File: config.mk
export PLATFORM = sky130hd
export DESIGN_NAME = mul_div_unit
export DESIGN_NICKNAME = d
export VERILOG_FILES = /design/src/rtl/mul_div_unit.sv
export SDC_FILE = /design/constraint.sdc
export NUM_CORES = 1
export LEC_CHECK = 0
export ABC_AREA = 0
export ABC_CLOCK_PERIOD_IN_PS = 3900
export CORE_MARGIN = 1.5
export CORE_UTILIZATION = 50
export CTS_CLUSTER_DIAMETER = 200
export DETAILED_ROUTE_END_ITERATION = 6
export PLACE_DENSITY = 0.68
export SLEW_MARGIN = 20
export SYNTH_ARGS = -nofsm -noshare
export SYNTH_HDL_FRONTEND = slang
export SYNTH_SLANG_ARGS = --single-unit
File: constraint.sdc
create_clock -name clk -period 3.9 [get_ports clk]
set_input_delay 0.39 -clock clk [delete_from_list [all_inputs] [get_ports clk]]
set_output_delay 0.39 -clock clk [all_outputs]
set_load 0.01 [all_outputs]
File: src/rtl/mul_div_unit.sv
// Iterative MULT/MULTU/DIV/DIVU unit for the EX stage; writes HI/LO WIDTH+2 cycles after start.
// Ports: clk/reset (sync, active-high), start/op/src_a/src_b request, flush abort;
//        stall while busy, done + hilo_we pulse with hi_out/lo_out held until the next done.
module mul_div_unit #(
  parameter int WIDTH = 32
) (
  input  logic             clk,
  input  logic             reset,
  input  logic             start,
  input  logic [1:0]       op,
  input  logic [WIDTH-1:0] src_a,
  input  logic [WIDTH-1:0] src_b,
  input  logic             flush,
  output logic             stall,
  output logic             done,
  output logic [1:0]       hilo_we,
  output logic [WIDTH-1:0] hi_out,
  output logic [WIDTH-1:0] lo_out
);

  localparam int CW = (WIDTH > 1) ? $clog2(WIDTH) : 1;
  localparam logic [CW-1:0] LAST = CW'(WIDTH - 1);

  typedef enum logic [1:0] {IDLE, CALC, FIX} state_t;

  state_t               state_q, state_d;
  logic [CW-1:0]        cnt_q, cnt_d;
  logic                 is_div_q, is_div_d;
  logic                 neg_lo_q, neg_lo_d;   // negate product (MUL) or quotient (DIV)
  logic                 neg_hi_q, neg_hi_d;   // negate remainder (DIV only)
  logic [WIDTH-1:0]     opb_q, opb_d;         // multiplicand magnitude or divisor magnitude
  logic [2*WIDTH-1:0]   acc_q, acc_d;         // MUL: {partial, multiplier}; DIV: {remainder, quotient}
  logic                 done_q, done_d;
  logic [WIDTH-1:0]     hi_q, hi_d;
  logic [WIDTH-1:0]     lo_q, lo_d;

  logic                 sgn_op, a_neg, b_neg;
  logic [WIDTH-1:0]     a_mag, b_mag;
  logic [WIDTH:0]       mul_sum;
  logic [2*WIDTH-1:0]   mul_next;
  logic [WIDTH:0]       div_shift, div_diff;
  logic [2*WIDTH-1:0]   div_next;
  logic [2*WIDTH-1:0]   mul_fix;
  logic [WIDTH-1:0]     quo_fix, rem_fix;

  // Operand conditioning and one iteration step of each algorithm.
  always_comb begin
    sgn_op = ~op[0];
    a_neg  = sgn_op & src_a[WIDTH-1];
    b_neg  = sgn_op & src_b[WIDTH-1];
    a_mag  = a_neg ? -src_a : src_a;
    b_mag  = b_neg ? -src_b : src_b;

    // Shift-add: conditionally add multiplicand into the upper half, then shift right.
    mul_sum  = {1'b0, acc_q[2*WIDTH-1:WIDTH]} + (acc_q[0] ? {1'b0, opb_q} : '0);
    mul_next = {mul_sum, acc_q[WIDTH-1:1]};

    // Restoring divide: bring down the next dividend bit, subtract if it fits.
    div_shift = acc_q[2*WIDTH-1:WIDTH-1];
    div_diff  = div_shift - {1'b0, opb_q};
    div_next  = div_diff[WIDTH] ? {div_shift[WIDTH-1:0], acc_q[WIDTH-2:0], 1'b0}
                                : {div_diff[WIDTH-1:0],  acc_q[WIDTH-2:0], 1'b1};

    mul_fix = neg_lo_q ? -acc_q : acc_q;
    quo_fix = neg_lo_q ? -acc_q[WIDTH-1:0] : acc_q[WIDTH-1:0];
    rem_fix = neg_hi_q ? -acc_q[2*WIDTH-1:WIDTH] : acc_q[2*WIDTH-1:WIDTH];
  end

  always_comb begin
    state_d  = state_q;
    cnt_d    = cnt_q;
    is_div_d = is_div_q;
    neg_lo_d = neg_lo_q;
    neg_hi_d = neg_hi_q;
    opb_d    = opb_q;
    acc_d    = acc_q;
    done_d   = 1'b0;
    hi_d     = hi_q;
    lo_d     = lo_q;

    case (state_q)
      IDLE: begin
        if (start && !flush) begin
          state_d  = CALC;
          cnt_d    = '0;
          is_div_d = op[1];
          if (op[1]) begin
            opb_d    = b_mag;
            acc_d    = {{WIDTH{1'b0}}, a_mag};
            // A zero divisor naturally yields quotient all-ones and remainder |a|;
            // suppressing the quotient fix keeps LO all-ones, the remainder fix restores a.
            neg_lo_d = (a_neg ^ b_neg) & (src_b != '0);
            neg_hi_d = a_neg;
          end else begin
            opb_d    = a_mag;
            acc_d    = {{WIDTH{1'b0}}, b_mag};
            neg_lo_d = a_neg ^ b_neg;
            neg_hi_d = 1'b0;
          end
        end
      end
      CALC: begin
        acc_d = is_div_q ? div_next : mul_next;
        cnt_d = cnt_q + CW'(1);
        if (cnt_q == LAST) state_d = FIX;
      end
      FIX: begin
        state_d = IDLE;
        done_d  = 1'b1;
        if (is_div_q) begin
          hi_d = rem_fix;
          lo_d = quo_fix;
        end else begin
          hi_d = mul_fix[2*WIDTH-1:WIDTH];
          lo_d = mul_fix[WIDTH-1:0];
        end
      end
      default: state_d = IDLE;
    endcase

    // Flush aborts anything in flight, including the result write in FIX.
    if (flush && state_q != IDLE) begin
      state_d = IDLE;
      done_d  = 1'b0;
      hi_d    = hi_q;
      lo_d    = lo_q;
    end
  end

  always_ff @(posedge clk) begin
    if (reset) begin
      state_q  <= IDLE;
      cnt_q    <= '0;
      is_div_q <= 1'b0;
      neg_lo_q <= 1'b0;
      neg_hi_q <= 1'b0;
      opb_q    <= '0;
      acc_q    <= '0;
      done_q   <= 1'b0;
      hi_q     <= '0;
      lo_q     <= '0;
    end else begin
      state_q  <= state_d;
      cnt_q    <= cnt_d;
      is_div_q <= is_div_d;
      neg_lo_q <= neg_lo_d;
      neg_hi_q <= neg_hi_d;
      opb_q    <= opb_d;
      acc_q    <= acc_d;
      done_q   <= done_d;
      hi_q     <= hi_d;
      lo_q     <= lo_d;
    end
  end

  assign stall   = (state_q != IDLE);
  assign done    = done_q;
  assign hilo_we = {2{done_q}};
  assign hi_out  = hi_q;
  assign lo_out  = lo_q;

endmodule

==> results.tsv, run 1 <==
metric	value	unit
outcome	completed	
Hold Path Stages	2	
DRC violations left	0	
reg-to-reg slack, setup	190	ps
share of layout cells above drive strength 1	7.81	%
Final Wtd Congestion	0.936	
FFs w/ async S/R, synth	0	%
worst r2r src	acc_q[31]	
worst-margin pin slew	1090	ps
hold path startpoint	reset	
maximum vdd drop	0.258	mV
Global Route met3 Usage	3.69	%
slowest stage delay, CP	490	ps
initial DRC count	1435	
DR WL/cell	20.6	um
final core occ	60.8	%
area of the mapped netlist	13800	um^2
Die Y	169	um
routed wire length	47700	um
Post-Place Setup Slack	81.2	ps
#FFs+latches synth	171	
Final Max Slew Viols	0	
CORE AREA	27000	um^2
Congestion Overflow GR	0	
clk root buf	clkbuf_16	
fin area	16400	um^2
gr usage total	33.4	%
Synth-to-Final Area Change	19.1	%
htree depth	4	
initial antenna violation count	0	
syn avg cell area	7.47	um^2
first-pass GRT wire length	74800	um
Final Hold Viols	0	
via count	14500	
final net count	2100	
RSZ-0062 raised after global routing	no	
CP Capture Type	register	
CTS max path bufs	2	
clock skew	20.9	ps
Core Rows	60	
number of synthesized flops with an enable pin	0	
crit path kind	reg2reg	
Antenna Cells	0	
CTS sink count	171	
Gate Count Post-Synth	1840	
input/output buffers	137	
period utilization	95.2	%
# fillers	2535	
worst-skew pair later-pin latency	450	ps
library cells used by synthesis	75	
io pins	138	
first drt pass iteration count	5	
critical-path cell list	inv_1 > ha_1 > fa_1 > nand2b_1 > a21oi_1 > o41a_1 > a21bo_2 > or3_1 > a21o_1 > nand2_1 > buf_4 > o311ai_0 > o311a_1	
post-route setup slack	186	ps
post-CTS setup buffers	0	
via/cell ratio	6.26	
Hold WC Path Type	in2reg	
Slew HR	27.2	%
shortest clock period the worst path allows after layout	3710	ps
maxcap violations	0	
Startpoint Class	register	
die area	28500	um^2
Worst-path clk slew	80	ps
Main synth FF type	dfxtp_1	
critical path required time	4280	ps
CTS tree	done	
M1 GR Usage	47.6	%
Tot Pwr	5.03	mW
synth warn	0	
largest net degree at the start of global routing	77	
WHS Endpoint	lo_out[0]	
antenna viol nets, final	0	
Net Count, Synth	1982	
vias in the first global route	13500	
crit path max fanout	11	
f_max	0.269	GHz
GR Util met2	53.5	%
Initial Util	51.0	%
post-DP HPWL	36100	um
placed cell areas	15700	um^2
CP max stage cell	o311ai_0	
register area share after synthesis	24.9	%
reg2reg path depth	13	
cts bufs inserted	17	
grt peak-use layer	met2	
reg2reg end	acc_q[59]	
Setup TNS	0	ps
WP data arrival	4090	ps
leakage power	6.28	nW
# setup viols final	0	
Pwr Density	307	nW/um^2
Die W	169	um
-- routing by layer --
metal  vias to the layer above  routed length, um
met5                         -                  0
met3                        62               3060
li1                       6967                  -
met4                         0                857
met1                      6903              22500
met2                       549              21200
-- worst max-delay path, delay by kind of cell, from the launching register on --
kind            cells  cell delay [ps]
flops               1              450
buf+inv             2              330
fa+ha+maj           2              620
simple gates        3              500
compound gates      6             1750
-- cells by family after synthesis --
family	Yosys count	share of synthesized area, %
multiplexers	46	3.38
flip-flops	171	24.9
adder cells (fa/ha/maj)	72	6.66
AO/OA/AOI/OAI	619	29.1
XOR/XNOR	171	10.9
AND/OR/NAND/NOR	569	19.6
buffers and inverters	192	5.47
-- what timing repair did --
| action | 4_1_cts | 5_1_grt |
|---|---|---|
| endpoints found under the setup margin | 0 | 4 |
| resized for setup | 0 | 4 |
| hold buffers | 0 | 0 |
-- metrics by stage --
stage | cells | hold WS [ps]
2_1_floorplan | 1840 | 429
3_3_place_gp | 2280 | 444
3_5_place_dp | 2280 | 443
4_1_cts | 2312 | 425
5_1_grt | 2312 | 457
6_report | 2312 | 439
-- how the worst max path moves through the flow --
stage	from	endpoint	slack [ps]	cells after the start
detailed placement	acc_q[0]	acc_q[61]	80	15
global placement	acc_q[0]	acc_q[61]	40	15
finish	acc_q[31]	acc_q[59]	190	13
floorplan	acc_q[0]	acc_q[59]	690	13
CTS	acc_q[0]	acc_q[61]	40	15
global route	acc_q[31]	acc_q[59]	6	13
-- power breakdown --
group	leakage [nW]	switching [mW]	total [mW]	internal, mW
logic	4.59	0.774	1.29	0.521
registers	1.39	0.0755	1.87	1.80
clock network	0.306	0.962	1.87	0.904
-- area by class of cell --
| class | count | area [um^2] | share of cell area (%) |
|---|---|---|---|
| sequential | 171 | 3420 | 20.9 |
| timing repair buffer | 225 | 2040 | 12.4 |
| tap | 341 | 427 | 2.60 |
| clock buffer | 17 | 425 | 2.60 |
| inverter | 66 | 248 | 1.51 |
| multi-input combinational | 1477 | 9610 | 58.6 |
| clock inverter | 15 | 214 | 1.31 |
-- state kept, by name (all words and copies together), names as in the netlist, 2 cells and up --
register	count
state_q	2
opb_q	32
hi_out	32
acc_q	64
cnt_q	5
lo_out	32
-- cells in the mapped netlist (all sizes together), types with 4 or more instances --
cell type	n	area share, %
o31a	5	0.32
and2	14	0.64
nand3	23	0.84
xnor2	97	6.2
o21ai	123	4.6
o211ai	44	2.4
nand4	14	0.64
xor2	74	4.7
a22oi	17	0.93
buf	14	0.60
mux2i	43	3.1
o221ai	7	0.45
o41ai	8	0.51
and3	7	0.32
a211oi	101	5.5
nor3b	4	0.22
nor3	35	1.3
o22ai	20	0.91
o31ai	24	1.3
dfxtp	171	25
nor2b	15	0.68
or4	16	0.93
a221oi	4	0.25
a21oi	157	5.7
inv	66	1.8
a311oi	7	0.45
nor4	22	1.1
or3	24	1.1
or2	6	0.29
ha	70	6.4
nor2	192	5.3
nand2	161	4.4
clkbuf	112	3.1
a21o	27	1.5
o21bai	6	0.33
nand2b	23	1.0
a31oi	24	1.1
o21a	12	0.66
-- layout by cell type, fill, tap and decap left out, drive strengths merged, types with 8 or more instances in the layout --
cell type,instances
nor2,192
dfxtp,171
nand2,161
a21oi,157
clkdlybuf4s50,135
o21ai,123
a211oi,101
xnor2,97
buf,90
inv,75
xor2,74
ha,70
o211ai,44
mux2i,43
nor3,35
a21o,27
or3,24
a31oi,24
o31ai,24
nand2b,23
nand3,23
nor4,22
o22ai,20
a22oi,17
clkbuf,17
or4,16
nor2b,15
nand4,14
and2,14
o21a,12
o41ai,8
(Power assumes the default switching activity.)
==> run 2: changes to the inputs <==
--- a/config.mk
+++ b/config.mk
@@ -9,7 +9,7 @@
 export ABC_CLOCK_PERIOD_IN_PS = 3900
 export CORE_MARGIN = 1.5
 export CORE_UTILIZATION = 50
-export CTS_CLUSTER_DIAMETER = 200
+export CTS_CLUSTER_DIAMETER = 60
 export DETAILED_ROUTE_END_ITERATION = 6
 export PLACE_DENSITY = 0.68
 export SLEW_MARGIN = 20
==> results of run 2 <==
The final DEF is identical to that of run 1; final timing and power are the same.
==> run 3: changes to the inputs <==
--- a/config.mk
+++ b/config.mk
@@ -9,10 +9,10 @@
 export ABC_CLOCK_PERIOD_IN_PS = 3900
 export CORE_MARGIN = 1.5
 export CORE_UTILIZATION = 50
+export CTS_BUF_LIST = sky130_fd_sc_hd__clkbuf_2
 export CTS_CLUSTER_DIAMETER = 60
 export DETAILED_ROUTE_END_ITERATION = 6
 export PLACE_DENSITY = 0.68
-export SLEW_MARGIN = 20
 export SYNTH_ARGS = -nofsm -noshare
 export SYNTH_HDL_FRONTEND = slang
 export SYNTH_SLANG_ARGS = --single-unit
==> results.tsv, run 3 (synthesized netlist as in run 1, its figures left out) <==
metric	value	unit	change
Tot Pwr	4.32	mW	-14%
clk root buf	clkbuf_2		
Inst Count DP	2280		unchanged
RSZ-0062 raised after global routing	no		
io pins	138		unchanged
Sw Share	40.0	%	+4.0 points
via count	14500		+0.34%
leakage power	6.14	nW	-2.1%
CP Capture Type	register		
Logic pwr share	29.9	%	+4.2 points
Cell Int Power	2.59	mW	-20%
post-DP HPWL	36100	um	unchanged
largest reg by FF count	acc_q		
first drt pass iteration count	5		unchanged
CTS tree	done		
largest net degree at the start of global routing	77		unchanged
CTS max path bufs	2		unchanged
Hold Path Stages	2		unchanged
Initial Util	51.0	%	unchanged
Final Wtd Congestion	0.936		unchanged
f_max	0.271	GHz	+0.60%
via/cell ratio	6.28		+0.29%
non-filler cells, final	2313		+0.043%
# setup viols final	0		unchanged
DRC violations left	0		unchanged
post-route setup slack	208	ps	+22.2 ps
Startpoint Class	register		
reg2reg path depth	13		unchanged
WP data arrival	4450	ps	+360 ps
initial DRC count	1348		-6.1%
Die Y	169	um	unchanged
crit path kind	reg2reg		
worst-skew pair later-pin latency	820	ps	+370 ps
outcome	completed		
first-pass GRT wire length	74700	um	-0.16%
antenna viol nets, final	0		unchanged
Worst-path clk slew	350	ps	+270 ps
CTS sink count	171		unchanged
Seq pwr share	43.6	%	+6.4 points
Hold WC Path Type	in2reg		
Setup TNS	0	ps	unchanged
Congestion Overflow GR	0		unchanged
htree depth	4		unchanged
CORE AREA	27000	um^2	unchanged
DR WL/cell	20.5	um	-0.68%
gr usage total	33.3	%	-0.035 points
worst-margin pin slew	1170	ps	+81.2 ps
vias in the first global route	13400		-0.42%
clock share of power	26.5	%	-11 points
final hold slack	57.1	ps	-382 ps
critical path required time	4660	ps	+380 ps
Die W	169	um	unchanged
commonest non-fill, non-tap cell in the layout	nor2_1		
Largest register FFs	64		unchanged
Switch Pwr	1.73	mW	-4.5%
cts bufs inserted	17		unchanged
shortest clock period the worst path allows after layout	3690	ps	-22.2 ps
Slew HR	22.1	%	-5.0 points
maxcap violations	0		unchanged
clock skew	72.4	ps	+51.5 ps
Final Max Slew Viols	0		unchanged
highest-count cells in the layout ignoring fill and taps	nor2_1, dfxtp_1, nand2_1, a21oi_1, clkdlybuf4s50_1		
Post-Place Setup Slack	81.2	ps	unchanged
maximum vdd drop	0.191	mV	-26%
reg-to-reg slack, setup	210	ps	+20 ps
crit path max fanout	13		+2
final net count	2100		unchanged
Core Rows	60		unchanged
initial antenna violation count	1		+1
input/output buffers	137		unchanged
Hold Buf Count CTS	0		unchanged
share of layout cells above drive strength 1	7.86	%	+0.051 points
die area	28500	um^2	unchanged
Synth-to-Final Area Change	16.7	%	
period utilization	94.7	%	-0.57 points
Pwr Density	269	nW/um^2	-12%
routed wire length	47400	um	-0.63%
Final Hold Viols	0		unchanged
## run 3: cell types whose count changed in the layout (fill, tap and decap cells not counted), sizes merged
cell    change
clkinv      -1
diode       +1
inv         +1
## run 3: critical path, cell delays in order, from the launching register on
cell,delay [ps]
dfxtp_1,450
inv_1,130
ha_1,200
fa_1,210
nand2b_1,170
a21oi_1,130
o41a_1,460
a21bo_2,250
or3_1,430
and3_2,340
a2111oi_0,500
buf_4,190
a21oi_1,40
o21ai_0,160
## run 3: metrics by stage
step                      utilization [%]  area [um^2]
after CTS                            59.5        16000
final                                59.6        16100
after global placement               58.4        15700
after global routing                 59.6        16100
after floorplan                         -        13800
after detailed placement             58.4        15700
## run 3: path summary, 6_finish.rpt
check / startpoint / end
max: acc_q[31] / acc_q[40]
min: reset / lo_out[0]
max reg2reg: acc_q[31] / acc_q[40]
min reg2reg: opb_q[11] / opb_q[11]
## run 3: timing repair
| action | CTS | global route |
|---|---|---|
| resized for setup | 0 | 6 |
| setup buffers | 0 | 0 |
| endpoints found under the setup margin | 0 | 6 |
## run 3: routing by layer
metal / GRT usage (%) / vias to the layer above / part of all wire (%) / wire length (um)
li1: - / 6986 / - / -
met1: 47.7 / 6903 / 47 / 22100
met2: 53.0 / 584 / 45 / 21100
met3: 3.60 / 57 / 7.0 / 3300
met4: 8.97 / 0 / 1.8 / 858
met5: 0 / - / 0 / 0
## run 3: power groups by stage
stage	registers, mW	clock network, mW	logic (mW)
finish	1.89	1.15	1.29
global route	1.90	1.23	1.41
detailed placement	1.91	0	1.26
CTS	1.88	1.16	1.27
global placement	1.91	0	1.26
floorplan	1.88	0	0.871
## run 3: layout make-up
type / instances / area (um^2)
Sequential cell: 171 / 3420
Clock inverter: 15 / 214
Clock buffer: 17 / 85.1
Fill cell: 2580 / 10900
Tap cell: 341 / 427
Multi-Input combinational cell: 1477 / 9610
Antenna cell: 1 / 2.50
Inverter: 66 / 248
Timing Repair Buffer: 225 / 2040
